### config.mk
export PLATFORM = sky130hd
export DESIGN_NAME = reg_bank_arbiter_flat
export DESIGN_NICKNAME = d
export VERILOG_FILES = /design/src/rtl/reg_bank_arbiter_pkg.sv /design/src/rtl/reg_bank_arbiter_if.sv /design/src/rtl/reg_bank4.sv /design/src/rtl/reg_bank_arbiter.sv /design/src/flat_wrapper.sv
export SDC_FILE = /design/constraint.sdc
export NUM_CORES = 1
export LEC_CHECK = 0
export BUFFER_PORTS_ARGS = -buffer_cell sky130_fd_sc_hd__buf_4
export CORE_MARGIN = 1
export CORE_UTILIZATION = 50
export CTS_CLUSTER_DIAMETER = 150
export DETAILED_ROUTE_END_ITERATION = 7
export PLACE_DENSITY = 0.8
export SYNTH_ARGS = -nofsm -noshare
export SYNTH_HDL_FRONTEND = slang
export SYNTH_HIERARCHICAL = 1
export SYNTH_SLANG_ARGS = --single-unit
### constraint.sdc
create_clock -name clk -period 4.15 [get_ports clk]
set_clock_uncertainty 0.2 [all_clocks]
set_input_delay 0.2075 -clock clk [delete_from_list [all_inputs] [get_ports clk]]
set_output_delay 0.2075 -clock clk [all_outputs]
set_load 0.02 [all_outputs]
### src/rtl/reg_bank_arbiter_pkg.sv
// Shared types and defaults for the two-requester register-bank arbiter.
package reg_bank_arbiter_pkg;

  localparam int unsigned DataWDefault    = 32;
  localparam int unsigned BurstMaxDefault = 4;
  localparam int unsigned CntW            = 4;

  typedef enum logic [1:0] {
    StIdle   = 2'b00,
    StGrant0 = 2'b01,
    StGrant1 = 2'b10
  } state_e;

  typedef logic [CntW-1:0] cnt_t;

  // Burst count never exceeds max, so a lone requester cannot wrap it.
  function automatic cnt_t cnt_sat_inc(input cnt_t cnt, input cnt_t max);
    return (cnt >= max) ? max : cnt + cnt_t'(1);
  endfunction

endpackage

### src/rtl/reg_bank_arbiter_if.sv
// Request/grant/data bundle between the two masters and the arbiter.
interface reg_bank_arbiter_if
  import reg_bank_arbiter_pkg::*;
#(
  parameter int unsigned DATA_W = DataWDefault
);

  logic              req0;
  logic              wr0;
  logic [1:0]        addr0;
  logic [DATA_W-1:0] wdata0;
  logic              req1;
  logic              wr1;
  logic [1:0]        addr1;
  logic [DATA_W-1:0] wdata1;
  logic              gnt0;
  logic              gnt1;
  logic              ack0;
  logic              ack1;
  logic [DATA_W-1:0] rdata;

  modport master (
    output req0, wr0, addr0, wdata0,
    output req1, wr1, addr1, wdata1,
    input  gnt0, gnt1, ack0, ack1, rdata
  );

  modport slave (
    input  req0, wr0, addr0, wdata0,
    input  req1, wr1, addr1, wdata1,
    output gnt0, gnt1, ack0, ack1, rdata
  );

endinterface

### src/rtl/reg_bank4.sv
// Four-entry register file: one synchronous write port, one combinational read port.
module reg_bank4 #(
  parameter int unsigned DATA_W = 32
) (
  input  logic              clk_i,
  input  logic              rst_ni,
  input  logic              we_i,
  input  logic [1:0]        waddr_i,
  input  logic [DATA_W-1:0] wdata_i,
  input  logic [1:0]        raddr_i,
  output logic [DATA_W-1:0] rq_o
);

  logic [DATA_W-1:0] regs_q [4];
  logic [DATA_W-1:0] regs_d [4];

  always_comb begin
    regs_d = regs_q;
    if (we_i) begin
      regs_d[waddr_i] = wdata_i;
    end
  end

  always_ff @(posedge clk_i) begin
    if (!rst_ni) begin
      for (int i = 0; i < 4; i++) begin
        regs_q[i] <= '0;
      end
    end else begin
      regs_q <= regs_d;
    end
  end

  assign rq_o = regs_q[raddr_i];

endmodule

### src/rtl/reg_bank_arbiter.sv
// Round-robin, burst-limited arbiter giving two masters access to a shared four-register bank.
module reg_bank_arbiter
  import reg_bank_arbiter_pkg::*;
#(
  parameter int unsigned DATA_W    = DataWDefault,
  parameter int unsigned BURST_MAX = BurstMaxDefault
) (
  input logic              clk,
  input logic              reset_n,
  reg_bank_arbiter_if.slave bus
);

  localparam cnt_t BurstMaxC = cnt_t'(BURST_MAX);

  state_e            state_q, state_d;
  logic              ptr_q, ptr_d;      // 0: M0 wins a tie from idle, 1: M1 wins
  cnt_t              cnt_q, cnt_d;
  logic              ack0_q, ack0_d;
  logic              ack1_q, ack1_d;
  logic [DATA_W-1:0] rdata_q, rdata_d;

  logic              sel_m1;
  logic              cur_req;
  logic              oth_req;
  logic              cur_wr;
  logic [1:0]        cur_addr;
  logic [DATA_W-1:0] cur_wdata;
  logic [DATA_W-1:0] rq;
  logic              bank_we;
  cnt_t              cnt_inc;

  // Only the granted side's inputs reach the bank.
  always_comb begin
    sel_m1    = (state_q == StGrant1);
    cur_req   = sel_m1 ? bus.req1   : bus.req0;
    oth_req   = sel_m1 ? bus.req0   : bus.req1;
    cur_wr    = sel_m1 ? bus.wr1    : bus.wr0;
    cur_addr  = sel_m1 ? bus.addr1  : bus.addr0;
    cur_wdata = sel_m1 ? bus.wdata1 : bus.wdata0;
  end

  always_comb begin
    state_d = state_q;
    ptr_d   = ptr_q;
    cnt_d   = cnt_q;
    ack0_d  = 1'b0;
    ack1_d  = 1'b0;
    rdata_d = rdata_q;
    bank_we = 1'b0;
    cnt_inc = cnt_sat_inc(cnt_q, BurstMaxC);

    unique case (state_q)
      StIdle: begin
        if (bus.req0 && bus.req1) begin
          state_d = ptr_q ? StGrant1 : StGrant0;
        end else if (bus.req0) begin
          state_d = StGrant0;
        end else if (bus.req1) begin
          state_d = StGrant1;
        end
      end
      StGrant0, StGrant1: begin
        if (!cur_req) begin
          state_d = StIdle;
          ptr_d   = ~sel_m1;
          cnt_d   = '0;
        end else begin
          bank_we = cur_wr;
          if (!cur_wr) begin
            rdata_d = rq;
          end
          ack0_d = ~sel_m1;
          ack1_d = sel_m1;
          // Hand over straight to the waiting side once the burst limit is hit.
          if (oth_req && (cnt_inc == BurstMaxC)) begin
            state_d = sel_m1 ? StGrant0 : StGrant1;
            ptr_d   = sel_m1;
            cnt_d   = '0;
          end else begin
            cnt_d = cnt_inc;
          end
        end
      end
      default: begin
        state_d = StIdle;
      end
    endcase
  end

  always_ff @(posedge clk) begin
    if (!reset_n) begin
      state_q <= StIdle;
      ptr_q   <= 1'b0;
      cnt_q   <= '0;
      ack0_q  <= 1'b0;
      ack1_q  <= 1'b0;
      rdata_q <= '0;
    end else begin
      state_q <= state_d;
      ptr_q   <= ptr_d;
      cnt_q   <= cnt_d;
      ack0_q  <= ack0_d;
      ack1_q  <= ack1_d;
      rdata_q <= rdata_d;
    end
  end

  reg_bank4 #(
    .DATA_W (DATA_W)
  ) u_bank (
    .clk_i   (clk),
    .rst_ni  (reset_n),
    .we_i    (bank_we),
    .waddr_i (cur_addr),
    .wdata_i (cur_wdata),
    .raddr_i (cur_addr),
    .rq_o    (rq)
  );

  assign bus.gnt0  = (state_q == StGrant0);
  assign bus.gnt1  = (state_q == StGrant1);
  assign bus.ack0  = ack0_q;
  assign bus.ack1  = ack1_q;
  assign bus.rdata = rdata_q;

endmodule

### src/flat_wrapper.sv
// flat-port wrapper written by rule: the top's interface ports become plain ports
module reg_bank_arbiter_flat import reg_bank_arbiter_pkg::*;
#(
  parameter int unsigned DATA_W    = DataWDefault,
  parameter int unsigned BURST_MAX = BurstMaxDefault
)
  (clk, reset_n, bus_req0, bus_wr0, bus_addr0, bus_wdata0, bus_req1, bus_wr1, bus_addr1, bus_wdata1, bus_gnt0, bus_gnt1, bus_ack0, bus_ack1, bus_rdata);
  reg_bank_arbiter_if #(.DATA_W(DATA_W)) bus_i ();
  input logic clk;
  input logic reset_n;
  input wire logic [$bits(bus_i.req0)-1:0] bus_req0;
  input wire logic [$bits(bus_i.wr0)-1:0] bus_wr0;
  input wire logic [$bits(bus_i.addr0)-1:0] bus_addr0;
  input wire logic [$bits(bus_i.wdata0)-1:0] bus_wdata0;
  input wire logic [$bits(bus_i.req1)-1:0] bus_req1;
  input wire logic [$bits(bus_i.wr1)-1:0] bus_wr1;
  input wire logic [$bits(bus_i.addr1)-1:0] bus_addr1;
  input wire logic [$bits(bus_i.wdata1)-1:0] bus_wdata1;
  output wire logic [$bits(bus_i.gnt0)-1:0] bus_gnt0;
  output wire logic [$bits(bus_i.gnt1)-1:0] bus_gnt1;
  output wire logic [$bits(bus_i.ack0)-1:0] bus_ack0;
  output wire logic [$bits(bus_i.ack1)-1:0] bus_ack1;
  output wire logic [$bits(bus_i.rdata)-1:0] bus_rdata;
  assign bus_i.req0 = bus_req0;
  assign bus_i.wr0 = bus_wr0;
  assign bus_i.addr0 = bus_addr0;
  assign bus_i.wdata0 = bus_wdata0;
  assign bus_i.req1 = bus_req1;
  assign bus_i.wr1 = bus_wr1;
  assign bus_i.addr1 = bus_addr1;
  assign bus_i.wdata1 = bus_wdata1;
  assign bus_gnt0 = bus_i.gnt0;
  assign bus_gnt1 = bus_i.gnt1;
  assign bus_ack0 = bus_i.ack0;
  assign bus_ack1 = bus_i.ack1;
  assign bus_rdata = bus_i.rdata;
  reg_bank_arbiter #(.DATA_W(DATA_W), .BURST_MAX(BURST_MAX)) u_core (.clk(clk), .reset_n(reset_n), .bus(bus_i));
endmodule
# Word level (Yosys, flattened, before mapping)
# Index checks and enable logic that the tools add are counted.
[word_totals]
regBits = 169
input_bits = 74
wordCells = 58
out_inout_bits = 36
[op_classes]
bitwise_logic = 3
n_addsub = 1
n_eq_ne = 6
mux = 26
n_reduce_logical = 9
order_cmp = 3
[ops]
columns = ["op", "count"]
rows = [
  ["bitwise mux 128 bit", 1],
  ["two-way mux 32 bit", 4],
  ["binary-select mux 32 bit (select 2 bit)", 1],
  ["demux 32 bit (select 2 bit)", 1],
  ["two-way mux 2 bit", 8],
  ["two-way mux 4 bit", 3],
  ["two-way mux 1 bit", 7],
  ["AND reduction 3 bit", 2],
  ["adder 4 x 1 -> 4 bit (second input constant)", 1],
  ["equality test 4 x 3 -> 1 bit (second input constant)", 1],
  [">= comparator 4 x 3 -> 1 bit (second input constant)", 1],
  ["inequality test 4 x 3 -> 1 bit (second input constant)", 1],
  ["case mux 2 bit (2 select lines)", 1],
  ["AND reduction 2 bit", 2],
  [">= comparator 3 bit (second input constant)", 1],
  ["logical AND 1 bit", 3],
  ["less-than comparator 3 x 1 -> 1 bit (second input constant)", 1],
  ["inequality test 3 bit (second input constant)", 1],
  ["inverter 2 -> 3 bit", 1],
  ["equality test 2 x 1 -> 1 bit (second input constant)", 1],
  ["equality test 2 bit (second input constant)", 1],
  ["zero test 2 bit", 1],
  ["inequality test 2 bit (second input constant)", 1],
  ["inverter 1 bit", 2],
  ["OR reduction 2 bit", 1],
]

# Longest topological paths before layout
# Gate-level depths: netlist of run 1.
[depth]
word_depth = 8
depth_mapped = 11
depth_no_buf = 7

# By module
# The synthesis of run 1 kept the hierarchy.
[by_module_without_submodules]
columns = ["mod", "instances", "area_each_um2", "seq_area_each_um2", "cells_per_inst"]
rows = [
  ["reg_bank4", 1, 5524.0, 2562.5, 493],
  ["reg_bank_arbiter", 1, 2160.8, 820.8, 243],
]

# Worst setup path after synthesis of run 1
# No wires, ideal clock.
[synth_path]
path_kind = "register to register"
start = "reg u_core.state_q[0]"
end = "reg u_core.rdata_q[13], in the netlist u_core/bus.rdata[13]"
path_buffers = 5
period_less_slack_ps = 2579
arrival_time_ps = 2257
path_stages_with_launch = 12
setup_ps = 122
slack_ps = 1571
required_time_ps = 3828
path_cell_list = "dfxtp_1 > inv_1 > ha_1 > buf_6 > buf_2 > mux2_2 > buf_6 > buf_6 > buf_4 > mux4_2 > nand2_1 > a21boi_0"
[synth_via]
elab_chain_len = 6
word_cells_on_any_way = 12
cone_classes = "eq/ne: 2; mux: 6; bitwise: 2; reduce/logical: 2"
[synth_lines]
columns = ["item", "line", "text"]
rows = [
  ["from (decl)", "reg_bank_arbiter.sv:15", "state_e state_q, state_d;"],
  ["from (signal assigned)", "reg_bank_arbiter.sv:92", "state_q <= StIdle;"],
  ["from (signal assigned)", "reg_bank_arbiter.sv:99", "state_q <= state_d;"],
  ["equality test 2 bit", "n/a", ""],
  ["net bus_gnt1", "flat_wrapper.sv:20", "output wire logic [$bits(bus_i.gnt1)-1:0] bus_gnt1;"],
  ["two-way mux 2 bit", "reg_bank_arbiter.sv:38", "cur_addr = sel_m1 ? bus.addr1 : bus.addr0;"],
  ["net u_core.cur_addr[1]", "reg_bank_arbiter.sv:26", "logic [1:0] cur_addr;"],
  ["inverter 2 -> 3 bit (not written as such)", "reg_bank4.sv:34", "assign rq_o = regs_q[raddr_i];"],
  ["binary-select mux 32 bit (select 2 bit)", "reg_bank4.sv:34", ""],
  ["two-way mux 32 bit (not written as such) (2 in a row)", "reg_bank4.sv:34", ""],
  ["net u_core.rq[13]", "reg_bank_arbiter.sv:28", "logic [DATA_W-1:0] rq;"],
  ["to (signal assigned)", "reg_bank_arbiter.sv:104", "rdata_q <= rdata_d;"],
  ["to (decl)", "reg_bank_arbiter.sv:20", "logic [DATA_W-1:0] rdata_q, rdata_d;"],
]
# The timed path passes the listed nets, and every way through them passes these cells. The select of a mux whose other input is x is not followed.
# A chain may end at the register's enable or synchronous reset.

# Worst setup path after layout of run 1
[layout_path]
start = "reg u_core.state_q[0]"
end = "reg u_core.rdata_q[28], in the netlist u_core/bus.rdata[28]"
[layout_via]
elab_chain_len = 6
word_cells_on_any_way = 12
cone_classes = "eq/ne: 2; mux: 6; bitwise: 2; reduce/logical: 2"
[layout_lines]
columns = ["item", "line", "text"]
rows = [
  ["equality test 2 bit", "reg_bank_arbiter.sv:34", "sel_m1 = (state_q == StGrant1);"],
  ["two-way mux 2 bit", "reg_bank_arbiter.sv:38", ""],
  ["net u_core.cur_addr[1]", "reg_bank_arbiter.sv:26", ""],
  ["inverter 2 -> 3 bit (not written as such)", "reg_bank4.sv:34", ""],
  ["binary-select mux 32 bit (select 2 bit)", "reg_bank4.sv:34", ""],
  ["two-way mux 32 bit (not written as such) (2 in a row)", "reg_bank4.sv:34", ""],
  ["net u_core.rq[28]", "reg_bank_arbiter.sv:28", ""],
]
# The timed path passes the listed nets, and every way through them passes these cells. The select of a mux whose other input is x is not followed.

==> out/results.tsv, run 1 <==
metric	value	unit
Cells after Synth	736	
clk root buf	clkbuf_16	
Leak	4.05	nW
final setup TNS	0	ns
syn nets	815	
die height	126	um
final core utilization	61.3	%
Final Cycle Share	74.9	%
largest family of logic cells by synthesized area	multiplexers	
routability cong.	0.769	
worst reg2reg setup slack	1.04	ns
number of buffers created by CTS	17	
area of all placed cells without fillers	9050	um^2
DRT Pass-1 Iters	5	
Ant. Diodes	0	
Max-Cap Viols	0	
core area	14800	um^2
Synth async-reset ratio	0	%
worst endpoint data arrival time	3.22	ns
measured slew at the worst slew-check pin	0.835	ns
CTS H-tree depth	4	
DP HPWL	10700	um
vias in the first global route	5390	
grt ovf	0	
max-slew violations	0	
worst path required time	4.26	ns
Seq pwr share	39.6	%
pin count of the biggest net entering global routing	98	
Post-layout nets	901	
Residual DRC	0	
Post-synth top cells	nand2_1 (235), dfxtp_1 (169), mux2i_1 (132), mux2_2 (34), mux4_2 (31)	
post-synthesis instance area	7680	um^2
layout cells sized above 1	27.1	%
iteration-0 DRC count of the detailed router	377	
gr usage total	21.9	%
initial antenna violation count	0	
Rel. slew slack	44.2	%
Avg Cell Area, Syn	10.4	um^2
clock network power share	34.8	%
combinational power share	25.6	%
crit start category	flip-flop	
yosys warns	6	
RSZ-0062 raised after global routing	no	
Final Critical Period	3.11	ns
dpl cell area	8450	um^2
status	finished, final reports clean	
Die ar.	15900	um^2
Pwr Density	492	nW/um^2
P_int	0.00312	W
Sw Share	29.9	%
Synth area leaders	dfxtp_1 (44%), mux2i_1 (17%), nand2_1 (11%), mux4_2 (9.1%), mux2_2 (5.0%)	
antenna-violating nets left	0	
IO Pins	110	
DR WL/cell	16.3	um
worst reg2reg startpoint	u_core/state_q[0]	
area grow syn2layout	17.7	%
clock sinks	169	
Site Rows	44	
Synth Flop Type	dfxtp_1	
hold path start	bus_wdata0[9]	
CTS tree	built	
final hold vios	0	
Worst R2R Path Depth	7	
Post-Synth XOR/XNOR Area	0	%
crit path kind	reg2reg	
worst hold path stage count	4	
Initial Util	52.1	%
clock insertion delay at the later pin of the skew report	0.43	ns
die span in x	126	um
worst reg2reg path endpoint	u_core/bus.rdata[28]	
Peak Freq	322	MHz
Seq cells post-synth	169	
dominant cell type by area after synthesis	dfxtp_1	
Setup violations, final	0	
number of distinct library cells after synthesis	33	
CP endpoint kind	flip-flop	
Clock transition at path regs	0.06	ns
first-pass GRT wire length	27200	um
switching pwr	0.00133	W
Post-synth EDFFs	0	
vias	5539	
Port Buf Inserts	109	
Worst VDD drop	0.375	mV
DRT Wirelength	16600	um
min-delay worst type	in2reg	
clock buffer depth	2	
post-synthesis simple-gate area fraction	13.3	%
vias per inst	5.44	
post-synthesis mux area share	32.0	%
post-synth top area share	44.0	%
post-synthesis share of cell area spent on full adders, half adders and majority gates	0.814	%
Hold Path Sink	u_core/u_bank/regs_q[9]	
Compound-Gate Fraction of Synth Area	4.10	%
most common cell in the synthesized netlist	nand2_1	
CP max FO	26	
sequential element share of the synthesized area	44.0	%
worst max-delay path, cell delays in order (launching register included):
cell and delay [ns]:
dfxtp_1 0.34, inv_1 0.10, ha_2 0.53, mux2_2 0.78, buf_4 0.36, mux4_2 0.53, nand2_1 0.08, a21boi_1 0.07
final cells by class:
cell class | count | area, um^2
clock inverter | 12 | 123
fill | 1212 | 5710
inverter | 4 | 15.0
sequential | 169 | 3380
timing repair buffer | 125 | 972
tap | 184 | 230
multi-input combinational | 505 | 3870
clock buffer | 20 | 457
per-stage QoR:
stage                     power [W]  setup WS [ns]  hold WS, ns  cells
after CTS                   0.00448           1.01       0.0228   1019
after global placement      0.00291           1.13        0.240    985
final                       0.00445           1.04       0.0298   1019
after global routing        0.00465          0.873       0.0442   1019
after detailed placement    0.00292           1.04        0.247    985
after floorplan             0.00272           1.57        0.167    736
power groups by stage:
stage               Sequential [W]  Combinational [W]  Clock (W)
global route               0.00177            0.00123    0.00164
detailed placement         0.00179            0.00113          0
CTS                        0.00176            0.00114    0.00157
finish                     0.00176            0.00114    0.00155
global placement           0.00179            0.00112          0
floorplan                  0.00179           0.000930          0
cell families after synthesis:
logic type / count (synthesis)
AO/OA/AOI/OAI: 43
adder cells (fa/ha/maj): 5
buffers and inverters: 62
AND/OR/NAND/NOR: 257
multiplexers: 200
flip-flops: 169
layer usage:
layer / track usage [%] / wire length, um
met1: 28.2 / 7660
met2: 35.9 / 8010
met3: 5.10 / 661
met4: 8.08 / 281
met5: 0 / 0
repair_timing:
| item | 4_1_cts | 5_1_grt |
|---|---|---|
| resized for setup | 0 | 0 |
| hold buffers | 2 | 0 |
| setup buffers | 0 | 0 |
| hold endpoints to repair | 2 | 0 |
state kept, by name (all words and copies together), names as in the netlist:
signal and cells:
u_core/ptr_q 1, u_core/u_bank/regs_q 128, u_core/bus.rdata 32, u_core/state_q 2, u_core/cnt_q 4, u_core/bus.ack1 1
u_core/bus.ack0 1
cell usage in the layout, fill, tap and decap left out, drive strengths merged:
master       instances
a22oi                1
nand2              235
mux2                35
buf                123
a21boi              35
nand3                3
bufinv               2
a221oi               1
clkinv               7
nor2                 6
clkinvlp             2
o21a                 1
mux4                32
clkbuf              20
nor3                 1
nand3b               2
nor2b                2
dlygate4sd3          2
dfxtp              169
nor3b                3
o21ai                4
a31o                 1
inv                  5
mux2i              133
ha                   5
nand4                1
and3                 3
and4                 1
how the worst max path moves through the flow:
stage	end	slack, ns	cells past startpoint	start
floorplan	u_core/bus.rdata[13]	1.57	11	u_core/state_q[0]
CTS	u_core/bus.rdata[28]	1.01	7	u_core/state_q[0]
global placement	u_core/bus.rdata[26]	1.13	7	u_core/state_q[0]
finish	u_core/bus.rdata[28]	1.04	7	u_core/state_q[0]
detailed placement	u_core/bus.rdata[28]	1.04	7	u_core/state_q[0]
global route	u_core/bus.rdata[27]	0.87	7	u_core/state_q[0]
No activity file was read; power rests on OpenSTA's default activity.
==> run 2: changes to the inputs <==
--- a/config.mk
+++ b/config.mk
@@ -10,7 +10,7 @@
 export CORE_UTILIZATION = 50
 export CTS_CLUSTER_DIAMETER = 150
 export DETAILED_ROUTE_END_ITERATION = 7
-export PLACE_DENSITY = 0.8
+export PLACE_DENSITY = 0.83
 export SYNTH_ARGS = -nofsm -noshare
 export SYNTH_HDL_FRONTEND = slang
 export SYNTH_HIERARCHICAL = 1
==> constraint.sdc (replaced) <==
create_clock -name clk -period 2.74 [get_ports clk]
set_clock_uncertainty 0.2 [all_clocks]
set_input_delay 0.137 -clock clk [delete_from_list [all_inputs] [get_ports clk]]
set_output_delay 0.137 -clock clk [all_outputs]
set_load 0.02 [all_outputs]
==> run 2 against run 1 <==
  * Routed wire length rose by 9.6%
  * Die area did not move
  * Worst hold slack worse by 0.027 ns
  * Critical path depth rose by 1
  * Critical path type unchanged
  * Highest routed layer unchanged
==> out/results.tsv, run 2 (synthesis gave the netlist of run 1 again) <==
metric	value	unit	change
status	finished, final reports clean		unchanged
hold slack final	0.00314	ns	was 0.0298 ns
Setup WS pre-CTS	0.204	ns	was 1.04 ns
vias	5820		was 5539
clk root buf	clkbuf_16		unchanged
commonest cells after routing, fill and taps aside	nand2_1 (235), dfxtp_1 (169), mux2i_1 (132), buf_4 (122), mux2_2 (34)		was nand2_1 (235), dfxtp_1 (169), mux2i_1 (132), buf_4 (120), mux2_2 (34)
CP max FO	26		unchanged
worst endpoint data arrival time	2.71	ns	was 3.22 ns
Slowest cell on crit path	buf_4		was mux2_2
first-pass GRT wire length	30100	um	was 27200 um
layer with the highest usage	met2		unchanged
vias per inst	5.51		was 5.44
DRT Pass-1 Iters	5		unchanged
Residual DRC	0		unchanged
Post-CTS Setup Inserts	0		unchanged
met2 Track Usage GR	40.4	%	was 35.9%
area of all placed cells without fillers	9610	um^2	was 9050 um^2
vias in the first global route	6053		was 5390
antenna-violating nets left	0		unchanged
Rel. slew slack	58.9	%	was 44.2%
area grow syn2layout	25.0	%	was 17.7%
min-delay worst type	in2reg		unchanged
GRT met1 Usage	30.6	%	was 28.2%
crit-path max cell delay	0.45	ns	was 0.78 ns
Setup violations, final	0		unchanged
max reg flops	128		unchanged
setup ws final	0.174	ns	was 1.04 ns
Die ar.	15900	um^2	unchanged
commonest non-fill, non-tap cell in the layout	nand2_1		unchanged
grt met3 use	4.55	%	was 5.10%
max-slew violations	0		unchanged
Port Buf Inserts	109		unchanged
layout cells sized above 1	26.8	%	was 27.1%
final hold vios	0		unchanged
Worst VDD drop	0.534	mV	was 0.375 mV
measured slew at the worst slew-check pin	0.617	ns	was 0.835 ns
core area	14800	um^2	unchanged
clock buffer depth	2		unchanged
routability cong.	0.809		was 0.769
dpl cell area	8570	um^2	was 8450 um^2
DR WL/cell	17.2	um	was 16.3 um
Peak Freq	390	MHz	was 322 MHz
Top cell by count, worst path	buf_4		
Site Rows	44		unchanged
IO Pins	110		unchanged
Post-layout nets	939		was 901
clock sinks	169		unchanged
number of buffers created by CTS	17		unchanged
final core utilization	65.1	%	was 61.3%
iteration-0 DRC count of the detailed router	433		was 377
CP Cell Sequence	inv_1 > ha_2 > buf_4 > mux2i_2 > nor2_1 > nand3b_1 > buf_4 > mux2i_1		was inv_1 > ha_2 > mux2_2 > buf_4 > mux4_2 > nand2_1 > a21boi_1
die height	126	um	unchanged
Final Critical Period	2.57	ns	was 3.11 ns
DP HPWL	11100	um	was 10700 um
Final Cycle Share	93.6	%	was 74.9%
Ant. Diodes	0		unchanged
crit start category	flip-flop		unchanged
Leak	4.28	nW	was 4.05 nW
clock insertion delay at the later pin of the skew report	0.43	ns	about the same
pin count of the biggest net entering global routing	88		was 98
final setup TNS	0	ns	unchanged
RSZ-0062 raised after global routing	no		unchanged
crit path kind	reg2reg		unchanged
initial antenna violation count	0		unchanged
grt ovf	0		unchanged
Initial Util	52.1	%	unchanged
Pwr Density	782	nW/um^2	was 492 nW/um^2
worst path required time	2.88	ns	was 4.26 ns
Max-Cap Viols	0		unchanged
FILL cells	1098		was 1212
CTS H-tree depth	4		unchanged
Clock transition at path regs	0.06	ns	about the same
DRT Wirelength	18200	um	was 16600 um
gr usage total	24.1	%	was 21.9%
Largest Register	u_core/u_bank/regs_q		unchanged
die span in x	126	um	unchanged
CP endpoint kind	flip-flop		unchanged
Reg area	3380	um^2	unchanged
Multi-input gate area	3870	um^2	unchanged
CTS tree	built		unchanged
-- run 2: changes by cell type in the layout (fill, tap and decap cells not counted), sizes merged --
cell and delta:
dlygate4sd3 +30, buf +8, bufinv +6, clkinv -5
clkbuf -2, clkinvlp +1, inv -1
-- run 2: path summary, 6_finish.rpt --
path / from / endpoint / slack (ns) / cells past startpoint
setup / recovery: u_core/state_q[0] / u_core/u_bank/regs_q[88] / 0.17 / 8
hold / removal: reset_n / u_core/cnt_q[2] / 0.003 / 2
setup reg to reg: u_core/state_q[0] / u_core/u_bank/regs_q[88] / 0.17 / 8
hold reg to reg: u_core/bus.rdata[30] / u_core/bus.rdata[30] / 0.25 / 2
-- run 2: per-layer routing --
metal | routed length [um] | up-vias
met5 | 0 | -
met4 | 430 | 0
met3 | 784 | 33
met2 | 8720 | 168
met1 | 8270 | 2846
li1 | - | 2773
-- run 2: through the flow --
stage	power [W]	instances
after floorplan	0.00412	736
after global placement	0.00452	993
after detailed placement	0.00454	993
after CTS	0.00752	1056
after global routing	0.00779	1056
final	0.00751	1056
-- run 2: final cells by class --
type	count	area share, %
clock buffer	18	4.57
inverter	4	0.156
clock inverter	13	2.84
timing repair buffer	163	14.6
multi-input combinational	505	40.3
tap	184	2.40
sequential	169	35.2
-- run 2: critical path, delay by kind of cell (launching register included) --
kind	cells	cell delay, ns
fa+ha+maj	1	0.28
buf+inv	3	0.78
flops	1	0.33
mux	2	0.57
simple gates	2	0.29
-- run 2: timing repair --
action,in CTS,in global routing
hold buffers,32,0
endpoints found under the hold margin,47,0
resized for setup,0,1
endpoints found under the setup margin,0,1
-- run 2: report_power, final --
part	switching, W	internal [W]	total [W]
Sequential	0.0000759	0.00259	0.00267
Clock	0.000969	0.00191	0.00288
Combinational	0.00103	0.000933	0.00196
Total	0.00208	0.00543	0.00751
==> run 3: changes to the inputs <==
--- a/config.mk
+++ b/config.mk
@@ -10,7 +10,7 @@
 export CORE_UTILIZATION = 50
 export CTS_CLUSTER_DIAMETER = 150
 export DETAILED_ROUTE_END_ITERATION = 7
-export PLACE_DENSITY = 0.83
+export PLACE_DENSITY = 0.74
 export SYNTH_ARGS = -nofsm -noshare
 export SYNTH_HDL_FRONTEND = slang
 export SYNTH_HIERARCHICAL = 1
==> run 3 against run 2 <==
  * Worst hold slack improved by 0.013 ns
  * First-iteration DRC count shrank 22%
  * Cell count up 1.5%
  * Highest routed layer unchanged
==> out/results.tsv, run 3 (synthesis gave the netlist of run 1 again) <==
metric	value	unit	change
worst reg2reg startpoint	u_core/state_q[0]		unchanged
hold slack final	0.0163	ns	was 0.00314 ns
pin count of the biggest net entering global routing	73		was 88
number of buffers created by CTS	17		unchanged
worst reg2reg setup slack	0.15	ns	was 0.17 ns
commonest cells after routing, fill and taps aside	nand2_1 (235), dfxtp_1 (168), mux2i_1 (132), buf_4 (119), dlygate4sd3_1 (51)		was nand2_1 (235), dfxtp_1 (169), mux2i_1 (132), buf_4 (122), mux2_2 (34)
hold path start	bus_wdata1[6]		was reset_n
Non-Filler Instances	1072		was 1056
clk root buf	clkbuf_16		unchanged
worst hold path stage count	4		was 2
Worst R2R Path Depth	9		was 8
Final Critical Period	2.59	ns	was 2.57 ns
Pwr Density	714	nW/um^2	was 782 nW/um^2
min-delay worst type	in2reg		unchanged
area grow syn2layout	25.3	%	was 25.0%
die span in x	126	um	unchanged
Setup violations, final	0		unchanged
Port Buf Inserts	109		unchanged
max reg flops	128		unchanged
worst path required time	2.90	ns	was 2.88 ns
first-pass GRT wire length	29500	um	was 30100 um
status	finished, final reports clean		unchanged
Initial Util	52.1	%	unchanged
placed cell count	990		was 993
Peak Freq	385	MHz	was 390 MHz
Critical Path Start	u_core/state_q[0]		unchanged
vias in the first global route	6030		was 6053
initial antenna violation count	0		unchanged
Final Cycle Share	94.7	%	was 93.6%
final setup TNS	0	ns	unchanged
IO Pins	110		unchanged
Residual DRC	0		unchanged
core area	14800	um^2	unchanged
Die ar.	15900	um^2	unchanged
max-slew violations	0		unchanged
clock sinks	169		unchanged
antenna-violating nets left	0		unchanged
Max-Cap Viols	0		unchanged
CP max FO	11		was 26
routability cong.	0.790		was 0.809
Worst VDD drop	0.456	mV	was 0.534 mV
Rel. slew slack	62.7	%	was 58.9%
FILL cells	1126		was 1098
layout cells sized above 1	26.1	%	was 26.8%
DRT Pass-1 Iters	7		was 5
clock buffer depth	2		unchanged
crit start category	flip-flop		unchanged
vias per inst	5.44		was 5.51
Clock transition at path regs	0.06	ns	about the same
crit path kind	reg2reg		unchanged
die height	126	um	unchanged
gr usage total	23.6	%	was 24.1%
measured slew at the worst slew-check pin	0.559	ns	was 0.617 ns
PnR Total Power	0.00688	W	was 0.00751 W
Ant. Diodes	0		unchanged
Leak	4.27	nW	was 4.28 nW
CTS tree	built		unchanged
DRT Wirelength	18000	um	was 18200 um
DP HPWL	11200	um	was 11100 um
final hold vios	0		unchanged
RSZ-0062 raised after global routing	no		unchanged
grt ovf	0		unchanged
Post-layout nets	955		was 939
vias	5833		was 5820
Largest Register	u_core/u_bank/regs_q		unchanged
worst reg2reg path endpoint	u_core/ptr_q		was u_core/u_bank/regs_q[88]
Hold Path Sink	u_core/u_bank/regs_q[70]		was u_core/cnt_q[2]
worst endpoint data arrival time	2.76	ns	was 2.71 ns
Site Rows	44		unchanged
DR WL/cell	16.8	um	was 17.2 um
CP endpoint kind	flip-flop		unchanged
iteration-0 DRC count of the detailed router	339		was 433
CTS H-tree depth	4		unchanged
commonest non-fill, non-tap cell in the layout	nand2_1		unchanged
clock insertion delay at the later pin of the skew report	0.42	ns	was 0.43 ns
Post-CTS Setup Inserts	0		unchanged
## run 3: cell types whose count changed in the layout (fill, tap and decap cells not counted), sizes merged
cell         previous run  this run
clkinvlp                3         6
buf                   131       128
dlygate4sd3            32        51
bufinv                  8         0
clkbuf                 18        21
clkinv                  2         4
## run 3: worst max path at each step
stage,end,slack (ns),cells past startpoint
after floorplan,u_core/bus.rdata[13],0.16,11
after global placement,u_core/bus.rdata[14],0.32,7
after detailed placement,u_core/bus.rdata[13],0.26,7
after CTS,u_core/ptr_q,0.08,8
after global routing,u_core/ptr_q,0.002,9
final,u_core/ptr_q,0.15,9
## run 3: area by class of cell
cell class	instances	area [um^2]	area share [%]
clock inverters	10	72.6	0.754
clock buffers	21	470	4.89
inverters	4	15.0	0.156
flip-flops and latches	169	3380	35.2
multi-input cells	505	3880	40.3
repair buffers	179	1580	16.4
well taps	184	230	2.39
## run 3: repair_timing
action | 4_1_cts | 5_1_grt
hold endpoints to repair | 100 | 0
endpoints found under the setup margin | 0 | 1
hold buffers | 51 | 0
resized for setup | 0 | 3
## run 3: stage by stage
stage | area, um^2 | setup WS [ns] | util [%]
after floorplan | 7680 | 0.161 | -
after global placement | 8560 | 0.320 | 58.0
final | 9630 | 0.145 | 65.3
after global routing | 9630 | 0.00234 | 65.3
after detailed placement | 8560 | 0.262 | 58.0
after CTS | 9610 | 0.0750 | 65.2
## run 3: worst max-delay path, stage by stage, from the launching register on
cell and delay (ns):
dfxtp_2 0.34, inv_1 0.12, ha_4 0.20, buf_4 0.20, nand2_1 0.08, o21ai_0 0.08, nand2_1 0.07, dlygate4sd3_1 0.58
mux2i_1 0.13, dlygate4sd3_1 0.55
## run 3: metal layers
metal	wire, um	up-vias	global-route usage [%]	part of all wire (%)
met4	256	0	9.43	1.4
met1	7670	2867	29.1	43
met2	9280	155	40.9	52
met3	759	21	4.12	4.2
met5	0	-	0	0
li1	-	2790	-	-
## run 3: power breakdown
part           switching (W)  total, W  internal, W
sequential         0.0000799   0.00267      0.00259
combinational        0.00103   0.00201     0.000976
clock               0.000969   0.00219      0.00122
